## src/rtl/time_budget_accumulator.sv

```systemverilog
// Sums per-slot time allowances of enabled puzzle modules, one slot per clock, saturating at MAX_TIME.
// Optional difficulty scaling stage enabled by defining TIME_BUDGET_DIFFICULTY_EN.
module time_budget_accumulator #(
    parameter int NUM_MODULES = 4,
    parameter int TIME_W      = 11,
    parameter int MOD_TIME_W  = 8,
    parameter int MAX_TIME    = 1999
) (
    input  logic                              clock,
    input  logic                              reset,
    input  logic                              start,
    input  logic [NUM_MODULES-1:0]            enable,
    input  logic [NUM_MODULES*MOD_TIME_W-1:0] mod_time,
`ifdef TIME_BUDGET_DIFFICULTY_EN
    input  logic [1:0]                        difficulty,
`endif
    output logic [TIME_W-1:0]                 time_count,
    output logic                              busy,
    output logic                              accum_done,
    output logic                              saturated
);

    localparam int                IDX_W    = (NUM_MODULES > 1) ? $clog2(NUM_MODULES) : 1;
    localparam logic [IDX_W-1:0]  LAST_IDX = IDX_W'(NUM_MODULES - 1);
    localparam logic [TIME_W:0]   MAX_SUM  = (TIME_W + 1)'(MAX_TIME);

    typedef enum logic [1:0] {
        ST_IDLE,
        ST_ACCUM,
        ST_SCALE,
        ST_DONE
    } state_t;

    state_t                            r_state;
    state_t                            w_state_next;
    logic [NUM_MODULES-1:0]            r_enable_q;
    logic [NUM_MODULES*MOD_TIME_W-1:0] r_time_q;
    logic [TIME_W:0]                   r_sum;
    logic [IDX_W-1:0]                  r_idx;
    logic [TIME_W-1:0]                 r_time_count;
    logic                              r_busy;
    logic                              r_done;
    logic                              r_sat;

    logic                              w_accept;
    logic                              w_last;
    logic                              w_slot_en;
    logic [MOD_TIME_W-1:0]             w_slot_time;
    logic [TIME_W:0]                   w_add;
    logic                              w_clamp;
    logic [TIME_W:0]                   w_sum_next;

    assign w_accept    = start && ((r_state == ST_IDLE) || (r_state == ST_DONE));
    assign w_last      = (r_idx == LAST_IDX);
    assign w_slot_en   = r_enable_q[r_idx];
    assign w_slot_time = r_time_q[r_idx*MOD_TIME_W +: MOD_TIME_W];
    // The sum is one bit wider than the result, so sum + slot never wraps before the clamp.
    assign w_add       = w_slot_en ? (r_sum + (TIME_W + 1)'(w_slot_time)) : r_sum;
    assign w_clamp     = (w_add > MAX_SUM);
    assign w_sum_next  = w_clamp ? MAX_SUM : w_add;

`ifdef TIME_BUDGET_DIFFICULTY_EN
    logic [1:0]        r_diff;
    logic [TIME_W-1:0] w_base;
    logic [TIME_W-1:0] w_scaled;

    assign w_base = r_sum[TIME_W-1:0];

    always_comb begin
        case (r_diff)
            2'd1:    w_scaled = w_base - (w_base >> 2);
            2'd2:    w_scaled = w_base >> 1;
            2'd3:    w_scaled = w_base >> 2;
            default: w_scaled = w_base;
        endcase
    end

    always_ff @(posedge clock or negedge reset) begin
        if (!reset) begin
            r_diff <= 2'd0;
        end else if (w_accept) begin
            r_diff <= difficulty;
        end
    end
`endif

    // NOTE: state registers use non-blocking assignments so every flop samples pre-edge values.
    always_ff @(posedge clock or negedge reset) begin
        if (!reset) begin
            r_state <= ST_IDLE;
        end else begin
            r_state <= w_state_next;
        end
    end

    // NOTE: the default assignment first keeps this block free of inferred latches.
    always_comb begin
        w_state_next = r_state;
        case (r_state)
            ST_IDLE, ST_DONE: begin
                if (start) begin
                    w_state_next = ST_ACCUM;
                end
            end
            ST_ACCUM: begin
                if (w_last) begin
`ifdef TIME_BUDGET_DIFFICULTY_EN
                    w_state_next = ST_SCALE;
`else
                    w_state_next = ST_DONE;
`endif
                end
            end
            ST_SCALE: w_state_next = ST_DONE;
            default:  w_state_next = ST_IDLE;
        endcase
    end

    always_ff @(posedge clock or negedge reset) begin
        if (!reset) begin
            r_enable_q   <= '0;
            r_time_q     <= '0;
            r_sum        <= '0;
            r_idx        <= '0;
            r_time_count <= '0;
            r_busy       <= 1'b0;
            r_done       <= 1'b0;
            r_sat        <= 1'b0;
        end else if (w_accept) begin
            r_enable_q <= enable;
            r_time_q   <= mod_time;
            r_sum      <= '0;
            r_idx      <= '0;
            r_busy     <= 1'b1;
            r_done     <= 1'b0;
            r_sat      <= 1'b0;
        end else if (r_state == ST_ACCUM) begin
            r_sum <= w_sum_next;
            r_idx <= r_idx + 1'b1;
            if (w_clamp) begin
                r_sat <= 1'b1;
            end
`ifndef TIME_BUDGET_DIFFICULTY_EN
            if (w_last) begin
                r_time_count <= w_sum_next[TIME_W-1:0];
                r_done       <= 1'b1;
                r_busy       <= 1'b0;
            end
`endif
        end
`ifdef TIME_BUDGET_DIFFICULTY_EN
        else if (r_state == ST_SCALE) begin
            r_time_count <= w_scaled;
            r_done       <= 1'b1;
            r_busy       <= 1'b0;
        end
`endif
    end

    assign time_count = r_time_count;
    assign busy       = r_busy;
    assign accum_done = r_done;
    assign saturated  = r_sat;

endmodule

```

## config.mk

```make
export PLATFORM = sky130hd
export DESIGN_NAME = time_budget_accumulator
export DESIGN_NICKNAME = d
export VERILOG_FILES = /design/src/rtl/time_budget_accumulator.sv
export SDC_FILE = /design/constraint.sdc
export NUM_CORES = 1
export LEC_CHECK = 0
export ABC_AREA = 1
export CAP_MARGIN = 20
export CORE_ASPECT_RATIO = 0.9
export CORE_MARGIN = 3
export CORE_UTILIZATION = 25
export CTS_BUF_LIST = sky130_fd_sc_hd__clkbuf_16
export DETAILED_ROUTE_END_ITERATION = 7
export GPL_TIMING_DRIVEN = 0
export PLACE_DENSITY_LB_ADDON = 0.15
export SYNTH_ARGS = -nofsm -noshare
export SYNTH_HDL_FRONTEND = slang
export SYNTH_SLANG_ARGS = --single-unit
```

## constraint.sdc

```tcl
create_clock -name clock -period 3.57 [get_ports clock]
set_clock_uncertainty 0.15 [all_clocks]
set_input_delay 0.714 -clock clock [delete_from_list [all_inputs] [get_ports clock]]
set_output_delay 0.714 -clock clock [all_outputs]
set_load 0.005 [all_outputs]
```

==> flow_summary.yaml, run 1 <==
timing:
  worstMarginPinSlew_ns: 0.896
  setup_slack_ns: 0.337
  final_max_slew_viol_count: 0
  whs_ns: 0.320
  rsz_0062_raised_after_global_routing: "no"
  achievable-frequency_ghz: 0.309
  final-hold-violation-count: 0
  final_min_period_over_clock_period_pct: 90.6
  finalWorstPathRequiredPeriod_ns: 3.23
  finalSetupTns_ns: 0
  worst_slew_margin_rel_pct: 40.3
  setup_violators_final: 0
yosys:
  yosys_warnings: 0
  synthCells: 470
  dominant_combinational_cell_family_by_area_after_synthesis: "simple AND/OR/NAND/NOR gates"
  yosys_register_bits: 66
  adder_cell_area_share_of_the_yosys_netlist_pct: 4.11
  mappedNetlistNets: 520
  synth_area_um2: 3530
  synth_compound_gate_area_share_pct: 5.88
  muxShareOfSynthArea_pct: 0.850
  post_synth_xor_area_fraction_pct: 0.708
  synth_area_per_cell_um2: 7.52
  sequential_fraction_of_the_synthesis_area_pct: 46.7
  number_of_distinct_library_cells_after_synthesis: 30
  post_synth_and_or_nand_nor_area_fraction_pct: 34.8
routing:
  drc: 0
  dr_total_vias: 3056
  finalWirelength_um: 9390
  via_per_inst: 4.21
  first_iter_violations: 127
  post_dr_wirelength_cell_um: 12.9
  first_pass_drt_iterations: 4
  postRouteAntennaNets: 0
floorplanning:
  core-area_um2: 13600
  fp-row-count: 40
  pin_count: 53
  effective_utilization_at_floorplan_pct: 26.1
  fp.dieH_um: 119
  die-width_um: 131
  die_area_um2: 15600
finish:
  instances_no_fill: 726
  layout-drive-gt1-share_pct: 7.64
  antenna_cells: 0
  layout.nets: 582
  syn2layout_area_growth_pct: 29.6
grt:
  leftover_overflow_at_the_end_of_global_routing: 0
  grt_pass1_vias: 3120
  grtUsageTotal_pct: 12.9
  grt_first_pass_wirelength_um: 16000
  grt_max_degree: 67
  antenna_violations_before_repair: 0
clock_tree:
  tritoncts_buffers: 9
  h-tree-depth: 3
  tritoncts: "done"
  ctsRootBufferMaster: "sky130_fd_sc_hd__clkbuf_16"
  latest_clock_arrival_within_the_worst_skew_pair_ns: 0.34
  cts_hold_buffers: 0
  cts_sinks: 66
  clk_transition_reported_paths_ns: 0.06
  cts.path.max_buffers: 2
power:
  overall_power_mw: 4.30
  p_per_area_nw_per_um2: 939
  vdd.ir_drop.worst_v: 0.000289
  static-leakage-power_nw: 2.39
placement:
  port_buffers: 52
  place_worst_setup_slack_ns: 0.0738
  final_hpwl_from_detailed_placement_um: 7030
  final_wtd_congestion: 0.821
  placed_insts: 711
outcome:
  run_status: "finished clean"
critical_path:
  cp.required_ns: 3.64
  cp-start-kind: "flip-flop"
  critPathArrivalTime_ns: 3.31
  worst-setup-path-type: "flip-flop to flip-flop"
  cp-end-kind: "flip-flop"
  largest_fanout_of_any_net_on_the_critical_path: 10
min_path:
  worstHoldPathType: "input port to async pin"
run:
  drv_cap: 0
-- metrics by stage --
stage          area (um^2)  util [%]
6_report              4580      33.8
5_1_grt               4580      33.8
4_1_cts               4580      33.8
3_5_place_dp          4290      31.6
3_3_place_gp          4290      31.6
2_1_floorplan         3530         -
-- worst paths after layout --
check,cells past startpoint,startpoint,to,slack [ns]
max,20,r_idx[0],r_sum[6],0.34
min in group clock,2,time_count[8],time_count[8],0.33
max in group asynchronous,1,reset,time_count[5],2.32
min,1,reset,time_count[6],0.32
max reg2reg,20,r_idx[0],r_sum[6],0.34
min reg2reg,2,time_count[8],time_count[8],0.33
-- cells by family (layout without fill, tap and decap cells) --
| kind of cell | Yosys count | count (layout) |
|---|---|---|
| simple gates | 294 | 294 |
| flops | 66 | 66 |
| buf+inv | 55 | 122 |
| compound gates | 39 | 39 |
| fa+ha+maj | 11 | 11 |
| mux | 3 | 3 |
| xor+xnor | 2 | 2 |
-- layout make-up --
| type | instances | area, um^2 |
|---|---|---|
| fill | 1464 | 8980 |
| buffer | 18 | 106 |
| clock buffer | 9 | 225 |
| timing repair buffer | 52 | 518 |
| multi-input combinational | 349 | 1640 |
| sequential | 66 | 1650 |
| inverter | 36 | 136 |
| clock inverter | 7 | 70.1 |
| tap | 189 | 236 |
-- what timing repair did --
action,in CTS,in global routing
setup buffers,0,0
endpoints found under the setup margin,0,21
resized for setup,0,2
-- flip-flops by register name, indices dropped and copies added, names as in the netlist --
name,cells
r_enable_q,4
accum_done,1
r_idx,2
r_state,2
r_time_q,32
saturated,1
busy,1
time_count,11
r_sum,12
-- layer usage --
metal,vias up,wire length (um),GRT usage (%)
met4,0,131,4.07
met1,1401,4840,18.3
met5,-,0,0
met2,52,4060,19.2
li1,1596,-,-
met3,7,369,3.28
-- cells in the mapped netlist --
master	count	area share, %
sky130_fd_sc_hd__a21oi_1	4	0.57
sky130_fd_sc_hd__buf_1	2	0.21
sky130_fd_sc_hd__buf_4	4	0.85
sky130_fd_sc_hd__buf_6	3	0.96
sky130_fd_sc_hd__clkbuf_1	10	1.1
sky130_fd_sc_hd__clkinv_2	1	0.14
sky130_fd_sc_hd__dfrtp_1	66	47
sky130_fd_sc_hd__fa_1	1	0.57
sky130_fd_sc_hd__ha_1	10	3.5
sky130_fd_sc_hd__inv_1	33	3.5
sky130_fd_sc_hd__inv_2	2	0.21
sky130_fd_sc_hd__mux2i_1	3	0.85
sky130_fd_sc_hd__nand2_1	227	24
sky130_fd_sc_hd__nand2_2	1	0.18
sky130_fd_sc_hd__nand2_4	3	0.96
sky130_fd_sc_hd__nand3_1	16	2.3
sky130_fd_sc_hd__nand3_2	6	1.7
sky130_fd_sc_hd__nand3_4	1	0.50
sky130_fd_sc_hd__nand3b_1	1	0.21
sky130_fd_sc_hd__nand4_1	7	1.2
sky130_fd_sc_hd__nor2_1	29	3.1
sky130_fd_sc_hd__o21a_1	1	0.21
sky130_fd_sc_hd__o21ai_0	25	3.5
sky130_fd_sc_hd__o21ai_1	1	0.14
sky130_fd_sc_hd__o22ai_1	8	1.4
sky130_fd_sc_hd__or2_0	1	0.18
sky130_fd_sc_hd__or2_1	1	0.18
sky130_fd_sc_hd__or2_2	1	0.18
sky130_fd_sc_hd__xor2_1	1	0.25
sky130_fd_sc_hd__xor2_2	1	0.46
-- cells in the final DEF, fill, tap and decap left out, types with 8 or more instances in the layout --
cell type	n
sky130_fd_sc_hd__o22ai_1	8
sky130_fd_sc_hd__nand3_1	16
sky130_fd_sc_hd__clkbuf_16	9
sky130_fd_sc_hd__inv_1	33
sky130_fd_sc_hd__clkbuf_1	8
sky130_fd_sc_hd__dfrtp_1	66
sky130_fd_sc_hd__clkdlybuf4s50_1	51
sky130_fd_sc_hd__nand2_1	227
sky130_fd_sc_hd__nor2_1	29
sky130_fd_sc_hd__o21ai_0	25
sky130_fd_sc_hd__ha_1	10
-- critical path: stages, from the launching register on --
cell	delay [ns]
sky130_fd_sc_hd__dfrtp_1	0.42
sky130_fd_sc_hd__inv_2	0.16
sky130_fd_sc_hd__clkbuf_2	0.26
sky130_fd_sc_hd__nor2_1	0.08
sky130_fd_sc_hd__o22ai_1	0.22
sky130_fd_sc_hd__ha_1	0.26
sky130_fd_sc_hd__fa_1	0.20
sky130_fd_sc_hd__nand2_1	0.08
sky130_fd_sc_hd__nand2_1	0.14
sky130_fd_sc_hd__nand3_1	0.11
sky130_fd_sc_hd__nand2_1	0.18
sky130_fd_sc_hd__nand3_1	0.10
sky130_fd_sc_hd__nand2_1	0.06
sky130_fd_sc_hd__nand2_1	0.07
sky130_fd_sc_hd__nand2_1	0.08
sky130_fd_sc_hd__nor2_1	0.05
sky130_fd_sc_hd__nand2_2	0.12
sky130_fd_sc_hd__buf_6	0.16
sky130_fd_sc_hd__nand3_2	0.10
sky130_fd_sc_hd__nand2_1	0.07
sky130_fd_sc_hd__nand2_1	0.05
-- power by group --
group,switching (mW),internal [mW]
clock network,0.347,0.539
logic,1.27,0.861
registers,0.212,1.07
total,1.83,2.47
(Power assumes the default switching activity.)
==> run 2, diff against run 1 <==
- RECOVER_POWER: unset -> 100
==> run 2 against run 1 <==
Combinational power fell by 2%. Sequential power hardly changed. Clock power about the same. The run now ends with max-capacitance violations, max-slew violations left. Clock-buffer cell count unchanged. Register-to-register slack got worse by 0.02 ns. Utilization down 0.17 points. Largest cell class unchanged. Power shrank 1.2%. Die area unchanged.
==> flow_summary.yaml, run 2 (synthesis gave the netlist of run 1 again) <==
outcome:
  run_status: "complete, but fails checks"
  violations_in_the_final_reports: "max-capacitance violations, max-slew violations"
timing:
  rsz_0062_raised_after_global_routing: "no"
  finalWorstPathRequiredPeriod_ns: 3.25
  setup_violators_final: 0
  setup_slack_ns: 0.319
  worst_slew_margin_rel_pct: -14.9
  whs_ns: 0.323
  final-hold-violation-count: 0
  worstMarginPinSlew_ns: 1.72
  final_max_slew_viol_count: 67
  final_min_period_over_clock_period_pct: 91.1
  achievable-frequency_ghz: 0.308
clock_tree:
  latest_clock_arrival_within_the_worst_skew_pair_ns: 0.34
  clk_transition_reported_paths_ns: 0.06
  cts.path.max_buffers: 2
  ctsRootBufferMaster: "sky130_fd_sc_hd__clkbuf_16"
  tritoncts_buffers: 9
  h-tree-depth: 3
  tritoncts: "done"
  postCtsSetupBuffers: 0
  cts_hold_buffers: 0
  ctsResizeCount: 0
  cts_sinks: 66
grt:
  grt_pass1_vias: 3120
  antenna_violations_before_repair: 0
  grt_first_pass_wirelength_um: 16000
  grtUsageTotal_pct: 12.9
  grt_max_degree: 67
  leftover_overflow_at_the_end_of_global_routing: 0
critical_path:
  worst-setup-path-type: "flip-flop to flip-flop"
  cp-end-kind: "flip-flop"
  largest_fanout_of_any_net_on_the_critical_path: 10
  cp.required_ns: 3.69
  critPathArrivalTime_ns: 3.37
  cp-start-kind: "flip-flop"
run:
  drv_cap: 1
floorplanning:
  die_area_um2: 15600
  fp.dieH_um: 119
  fp-row-count: 40
  core-area_um2: 13600
  pin_count: 53
  die-width_um: 131
  effective_utilization_at_floorplan_pct: 26.1
power:
  power.share.sequential_pct: 30.2
  power_switching_share_pct: 42.7
  vdd.ir_drop.worst_v: 0.000285
  power_share_of_the_combinational_group_pct: 49.0
  power.switching_mw: 1.81
  internal_power_mw: 2.44
  p_per_area_nw_per_um2: 932
  power_frac_clock_pct: 20.8
  static-leakage-power_nw: 2.39
  overall_power_mw: 4.25
finish:
  fillers: 1467
  area.sequential_um2: 1650
  largest-register: "r_time_q"
  multi_input_comb_area_um2: 1620
  layout.core_utilization_pct: 33.6
  syn2layout_area_growth_pct: 29.0
  largest_register_ff_count: 32
  layout.nets: 582
  layout.cells.most_common: "sky130_fd_sc_hd__nand2_1"
  antenna_cells: 0
  layout-drive-gt1-share_pct: 6.89
  mostFrequentLayoutCells: "sky130_fd_sc_hd__nand2_1, sky130_fd_sc_hd__dfrtp_1, sky130_fd_sc_hd__clkdlybuf4s50_1"
placement:
  place_worst_setup_slack_ns: 0.0738
  final_hpwl_from_detailed_placement_um: 7030
  port_buffers: 52
  final_wtd_congestion: 0.821
routing:
  postRouteAntennaNets: 0
  post_dr_wirelength_cell_um: 12.9
  first_pass_drt_iterations: 4
  dr_total_vias: 3048
  via_per_inst: 4.20
  finalWirelength_um: 9370
  first_iter_violations: 110
  drc: 0
min_path:
  worstHoldPathType: "flip-flop to flip-flop"
[run 2: worst paths after layout]
path | end | cells past startpoint | slack, ns | start
max | time_count[3] | 20 | 0.32 | r_idx[0]
min | time_count[8] | 2 | 0.32 | time_count[8]
max reg2reg | time_count[3] | 20 | 0.32 | r_idx[0]
min reg2reg | time_count[8] | 2 | 0.32 | time_count[8]
max in group asynchronous | time_count[5] | 1 | 1.55 | reset
min in group asynchronous | time_count[6] | 1 | 0.65 | reset
[run 2: per-stage QoR]
stage	cell area (um^2)	instances	setup TNS, ns
after CTS	4580	727	0
final	4560	726	0
after global placement	4290	711	-47.24
after floorplan	3530	470	0
after global routing	4560	726	0
after detailed placement	4290	711	0
[run 2: layer usage]
layer	vias to the layer above	wire length, um	GRT usage (%)	share of wire, %
met2	43	4080	19.2	43
li1	1599	-	-	-
met5	-	0	0	0
met3	7	374	3.28	4.0
met1	1399	4790	18.3	51
met4	0	132	4.07	1.4
[run 2: area by class of cell]
class | count | area share (%)
multi-input cells | 349 | 35.5
flip-flops and latches | 66 | 36.2
repair buffers | 52 | 11.3
well taps | 189 | 5.19
clock buffers | 9 | 4.94
plain buffers | 18 | 2.33
clock inverters | 7 | 1.54
inverters | 36 | 2.99
[run 2: critical path, stage by stage (launching register included)]
cell and delay, ns:
sky130_fd_sc_hd__dfrtp_1 0.40, sky130_fd_sc_hd__inv_2 0.11, sky130_fd_sc_hd__clkbuf_2 0.21, sky130_fd_sc_hd__nor2_1 0.15, sky130_fd_sc_hd__o22ai_1 0.13, sky130_fd_sc_hd__ha_1 0.25, sky130_fd_sc_hd__fa_1 0.39, sky130_fd_sc_hd__nand2_1 0.10
sky130_fd_sc_hd__nand2_1 0.12, sky130_fd_sc_hd__nand3_1 0.12, sky130_fd_sc_hd__nand2_1 0.14, sky130_fd_sc_hd__nand3_1 0.12, sky130_fd_sc_hd__nand2_1 0.05, sky130_fd_sc_hd__nand2_1 0.08, sky130_fd_sc_hd__nand2_1 0.07, sky130_fd_sc_hd__nor2_1 0.11
sky130_fd_sc_hd__nand2_2 0.11, sky130_fd_sc_hd__buf_6 0.16, sky130_fd_sc_hd__nand3_1 0.08, sky130_fd_sc_hd__nand2_1 0.06, sky130_fd_sc_hd__nand2_1 0.06
[run 2: power by group through the flow]
stage	Combinational [mW]	Clock (mW)	Sequential, mW
finish	2.08	0.884	1.28
global route	2.42	0.949	1.33
CTS	2.18	0.910	1.29
detailed placement	2.16	0	1.30
global placement	2.14	0	1.30
floorplan	1.55	0	1.23
==> run 3, diff against run 2 <==
- CAP_MARGIN: 20 -> unset
- CORE_UTILIZATION: 25 -> 40
==> run 3 against run 2 <==
The run still ends with max-capacitance violations, max-slew violations left. Register-to-register slack hardly changed. Utilization increased by 20 points. Hold slack worse by 0.0021 ns. Die area down 36%. Clock-buffer cell count is the same. Routed wire length is 7.5% lower. Critical path type unchanged.
==> flow_summary.yaml, run 3 (synthesis gave the netlist of run 1 again) <==
outcome:
  run_status: "complete, but fails checks"
  violations_in_the_final_reports: "max-capacitance violations, max-slew violations"
critical_path:
  cp.required_ns: 3.63
  worstReg2RegEnd: "time_count[3]"
  worstRegToRegCells: 20
  cpMostUsedCell: "sky130_fd_sc_hd__nand2_1"
  worstPathCellList: "inv_2, clkbuf_2, nor2_1, o22ai_1, ha_1, fa_1, nand2_1, nand2_1, nand3_1, nand2_1, nand3_1, nand2_1, nand2_1, nand2_1, nor2_1, nand2_2, buf_6, nand3_1, nand2_1, nand2_1"
  reg2reg_slack_ns: 0.31
  cp-end-kind: "flip-flop"
  worst_r2r_startpoint: "r_idx[0]"
  crit_family: "simple AND/OR/NAND/NOR gates"
  cp-start-kind: "flip-flop"
  critPathArrivalTime_ns: 3.33
  largest_fanout_of_any_net_on_the_critical_path: 10
  worst-setup-path-type: "flip-flop to flip-flop"
  cpPeakStageDelay_ns: 0.41
  crit_path_top_delay_cell: "sky130_fd_sc_hd__dfrtp_1"
  crit_buf_inv: 3
finish:
  syn2layout_area_growth_pct: 26.5
  layout.cells.most_common: "sky130_fd_sc_hd__nand2_1"
  stdcell_area_um2: 4470
  layout.core_utilization_pct: 53.8
  layout.nets: 582
  largest_register_ff_count: 32
  largest-register: "r_time_q"
  mostFrequentLayoutCells: "sky130_fd_sc_hd__nand2_1, sky130_fd_sc_hd__dfrtp_1, sky130_fd_sc_hd__clkdlybuf4s50_1"
  antenna_cells: 0
  layout-drive-gt1-share_pct: 6.70
timing:
  final-hold-violation-count: 0
  finalWorstPathRequiredPeriod_ns: 3.26
  final_max_slew_viol_count: 67
  whs_ns: 0.321
  setup_slack_ns: 0.307
  rsz_0062_raised_after_global_routing: "no"
  setup_violators_final: 0
  final_min_period_over_clock_period_pct: 91.4
  worst_slew_margin_rel_pct: -8.61
  achievable-frequency_ghz: 0.306
  worstMarginPinSlew_ns: 1.63
floorplanning:
  die-width_um: 105
  core-area_um2: 8300
  pin_count: 53
  fp.dieH_um: 95.2
  effective_utilization_at_floorplan_pct: 42.6
  fp-row-count: 31
  die_area_um2: 10000
clock_tree:
  cts.path.max_buffers: 2
  clk_transition_reported_paths_ns: 0.06
  h-tree-depth: 3
  tritoncts: "done"
  ctsRootBufferMaster: "sky130_fd_sc_hd__clkbuf_16"
  tritoncts_buffers: 9
  cts_sinks: 66
  latest_clock_arrival_within_the_worst_skew_pair_ns: 0.33
placement:
  final_hpwl_from_detailed_placement_um: 6480
  final_wtd_congestion: 0.851
  port_buffers: 52
  place_area_um2: 4200
  place_worst_setup_slack_ns: 0.191
min_path:
  worst_hold_path.endpoint: "time_count[5]"
  hold_depth: 2
  worstHoldPathType: "flip-flop to flip-flop"
  hold_path.startpoint: "time_count[5]"
routing:
  first_iter_violations: 169
  post_dr_wirelength_cell_um: 13.3
  via_per_inst: 4.79
  drc: 0
  finalWirelength_um: 8670
  first_pass_drt_iterations: 4
  dr_total_vias: 3126
  postRouteAntennaNets: 0
grt:
  leftover_overflow_at_the_end_of_global_routing: 0
  grt_pass1_vias: 3010
  antenna_violations_before_repair: 0
  grtUsageTotal_pct: 18.5
  grt_first_pass_wirelength_um: 14500
  grt_max_degree: 67
power:
  overall_power_mw: 4.26
  static-leakage-power_nw: 2.39
  vdd.ir_drop.worst_v: 0.000409
  p_per_area_nw_per_um2: 953
run:
  drv_cap: 1
run 3: per-layer routing:
metal  up-vias  part of all wire (%)  wire length, um  GRT usage (%)
met2        62                    45             3890           28.6
met3        14                   5.0              433           5.82
met5         -                     0                0              0
li1       1597                     -                -              -
met1      1453                    49             4240           25.5
met4         0                   1.2              108           4.70
run 3: worst reg2reg max path, stage by stage (launching register included):
cell and delay (ns):
sky130_fd_sc_hd__dfrtp_1 0.41, sky130_fd_sc_hd__inv_2 0.15, sky130_fd_sc_hd__clkbuf_2 0.26, sky130_fd_sc_hd__nor2_1 0.07, sky130_fd_sc_hd__o22ai_1 0.23, sky130_fd_sc_hd__ha_1 0.26, sky130_fd_sc_hd__fa_1 0.23, sky130_fd_sc_hd__nand2_1 0.08
sky130_fd_sc_hd__nand2_1 0.14, sky130_fd_sc_hd__nand3_1 0.10, sky130_fd_sc_hd__nand2_1 0.18, sky130_fd_sc_hd__nand3_1 0.10, sky130_fd_sc_hd__nand2_1 0.07, sky130_fd_sc_hd__nand2_1 0.08, sky130_fd_sc_hd__nand2_1 0.08, sky130_fd_sc_hd__nor2_1 0.05
sky130_fd_sc_hd__nand2_2 0.13, sky130_fd_sc_hd__buf_6 0.16, sky130_fd_sc_hd__nand3_1 0.10, sky130_fd_sc_hd__nand2_1 0.07, sky130_fd_sc_hd__nand2_1 0.06
run 3: how the worst max path moves through the flow:
stage	start	to	slack, ns	depth (start not counted)
final	r_idx[0]	time_count[3]	0.31	20
after global routing	r_idx[0]	r_sum[7]	0.07	20
after CTS	r_idx[0]	time_count[3]	0.16	20
after detailed placement	r_idx[0]	time_count[3]	0.19	20
after floorplan	r_idx[0]	r_sum[4]	0.72	18
after global placement	reset	time_count[0]	-0.62	1
run 3: timing repair:
action                                  CTS  global route
gates resized for setup                   0             2
setup buffers                             0             0
endpoints found under the setup margin    0            20
hold buffers                              0             0
run 3: area by class of cell:
cell class / count / area, um^2
Tap cell: 115 / 144
Clock inverter: 7 / 77.6
Timing Repair Buffer: 52 / 515
Buffer: 18 / 103
Inverter: 36 / 136
Clock buffer: 9 / 225
Multi-Input combinational cell: 349 / 1620
Sequential cell: 66 / 1650
Fill cell: 849 / 3830
run 3: through the flow:
step | instances | TNS, ns
3_5_place_dp | 637 | 0
3_3_place_gp | 637 | -40.69
2_1_floorplan | 470 | 0
6_report | 652 | 0
4_1_cts | 653 | 0
5_1_grt | 652 | 0
run 3: power by group:
| group | leakage (nW) | switching [mW] | internal (mW) |
|---|---|---|---|
| logic | 1.42 | 1.25 | 0.819 |
| registers | 0.828 | 0.212 | 1.07 |
| clock network | 0.146 | 0.354 | 0.546 |
| total | 2.39 | 1.82 | 2.44 |
==> edit, RTL diff (flow settings as in run 3) <==
The 4 states of `state_t` get a one-hot encoding in 4 bits.
--- a/src/rtl/time_budget_accumulator.sv
+++ b/src/rtl/time_budget_accumulator.sv
@@ -25,9 +25,9 @@
     localparam logic [TIME_W:0]   MAX_SUM  = (TIME_W + 1)'(MAX_TIME);
 
-    typedef enum logic [1:0] {
-        ST_IDLE,
-        ST_ACCUM,
-        ST_SCALE,
-        ST_DONE
+    typedef enum logic [3:0] {
+        ST_IDLE  = 4'b0001,
+        ST_ACCUM = 4'b0010,
+        ST_SCALE = 4'b0100,
+        ST_DONE  = 4'b1000
     } state_t;
 
Function: same outputs for any inputs over 4 cycles, from zero or initial values and one cycle with reset low; so few cycles prove little.
==> edit against run 3 <==
The flow still finishes with violations (max-capacitance violations, max-slew violations). Sequential cell count grew 1. Global-route usage is 0.49 points higher. Worst setup slack better by 16 ps. Sequential share of layout area down 0.27 points. Highest routed layer unchanged. Combinational power down 9%. Power fell by 2.4%. Wire length up 3.4%. Synthesized area increased by 1.8%. Final area rose by 2.4%.
==> edit: results (changes against run 3) <==
[layout]
drive_gt1_share_pct = 8.12  ; +1.4 points
final_cell_count_no_fill = 661  ; +1.4%
nNetsFinal = 586  ; +0.69%

[outcome]
violations = max-capacitance violations, max-slew violations
outcome = complete, but fails checks

[timing]
max-slew-margin-rel_pct = -11.6  ; -3.0 points
finalMaxSlewViolations = 68  ; +1.5%

[routing]
met3_length_um = 452  ; +4.4%
drt-wirelength-per-cell_um = 13.6  ; +1.9%
drt-initial-drc-count = 256  ; +51%
wl_met1_um = 4350  ; +2.5%
met2RoutedLength_um = 4080  ; +4.9%
top_layer_used = met4
viasPerCell = 4.79  ; -0.13%
firstDrtPassIters = 5  ; +1

[logic_synthesis]
synthTopCellsByCount = nand2_1, dfrtp_1, inv_1, o21ai_0, nor2_1
synth_area_leaders = dfrtp_1, nand2_1, o21ai_0, inv_1, nand3_1
ys_types = 36  ; +20%
syn-num-nets = 524  ; +0.77%
muxShareOfSynthArea_pct = 0  ; -0.85 points
synth_xor_area_share_pct = 0.244  ; -0.46 points
synth_seq_area_share_pct = 46.7  ; -0.083 points
synth_adder_area_share_pct = 3.69  ; -0.42 points
syn_avg_cell_area_um2 = 7.57  ; +0.70%
synth_compound_area_share_pct = 8.00  ; +2.1 points

[placed_design]
dp_hpwl_um = 6470  ; -0.17%
gp_congestion = 0.872  ; +2.5%
post-place-cells = 646  ; +1.4%

[setup_path]
r2r_end = time_count[4]
rrSetupSlack_ps = 320  ; +20 ps

[pwr]
peakVddDrop_mv = 0.429  ; +4.9%
cellLeakagePower_nw = 2.43  ; +1.8%

[job]
maxCapViolCount = 1  ; unchanged

[global_routing]
gr-usage-all-layers_pct = 19.0  ; +0.49 points
grt_pass1_wl_um = 15100  ; +4.3%
grt_pass1_vias = 3093  ; +2.8%

[clocking]
cts_setup_buffers = 0  ; unchanged

[min_path]
hp-start = r_time_q[16]

==> edit: cell count changes in the layout (fill, tap and decap cells not counted), moves of 5 or more <==
cell / change
o21ai_0: +7
nand4_1: -5
nand2_1: -8
nand3_1: +5
==> edit: cells by family after synthesis <==
| logic type | count (synthesis) |
|---|---|
| AOI/OAI and AO/OA | 51 |
| xor gates and xnor gates | 1 |
| adders and majority gates | 10 |
| buffers and inverters | 53 |
| DFF | 67 |
| and+or+nand+nor | 293 |
==> edit: where the power goes <==
group          internal [W]  leakage [nW]  switching [W]
sequential          0.00108         0.853       0.000190
combinational      0.000688          1.42        0.00119
clock              0.000681         0.165       0.000332
total               0.00245          2.43        0.00171
==> edit: metal layers <==
layer | GRT usage (%) | vias up
met5 | 0 | -
li1 | - | 1620
met4 | 5.50 | 0
met3 | 3.89 | 6
met2 | 30.0 | 92
met1 | 26.7 | 1447
==> edit: cell type report <==
class                      count  area (µm²)
buffer                        16        91.3
inverter                      36         138
multi-input combinational    355        1660
tap                          119         149
timing repair buffer          52         515
sequential                    67        1680
fill                         857        4070
clock inverter                 7         115
clock buffer                   9         225
==> edit: worst min-delay path by stage <==
stage	endpoint	depth (start not counted)	slack (ps)
6_report	r_time_q[16]	2	310
5_1_grt	r_time_q[15]	2	330
4_1_cts	r_time_q[16]	2	320
3_5_place_dp	r_time_q[16]	2	300
3_3_place_gp	r_time_q[16]	2	300
2_1_floorplan	accum_done	0	270
==> edit: critical path: stages, from the launching register on <==
cell	delay, ps
dfrtp_1	390
buf_6	150
clkbuf_2	200
nor2_1	140
o22ai_1	110
ha_1	240
fa_1	420
nand2_1	110
nand2_1	100
nand3_1	100
nand2_1	120
nand2_1	80
nand2_1	40
nand2_1	150
nand2_2	90
nor2_4	130
nand2_4	100
nand2_4	130
nor2_1	70
nand2_1	50
nand2_1	50
==> edit: through the flow <==
stage	worst slack, ps	hold WS, ps	power [W]	cell area, µm²
2_1_floorplan	625	268	0.00258	3600
3_3_place_gp	-706	300	0.00315	4270
3_5_place_dp	71.4	303	0.00319	4260
4_1_cts	45.4	319	0.00424	4600
5_1_grt	45.3	333	0.00452	4570
6_report	322	314	0.00415	4570
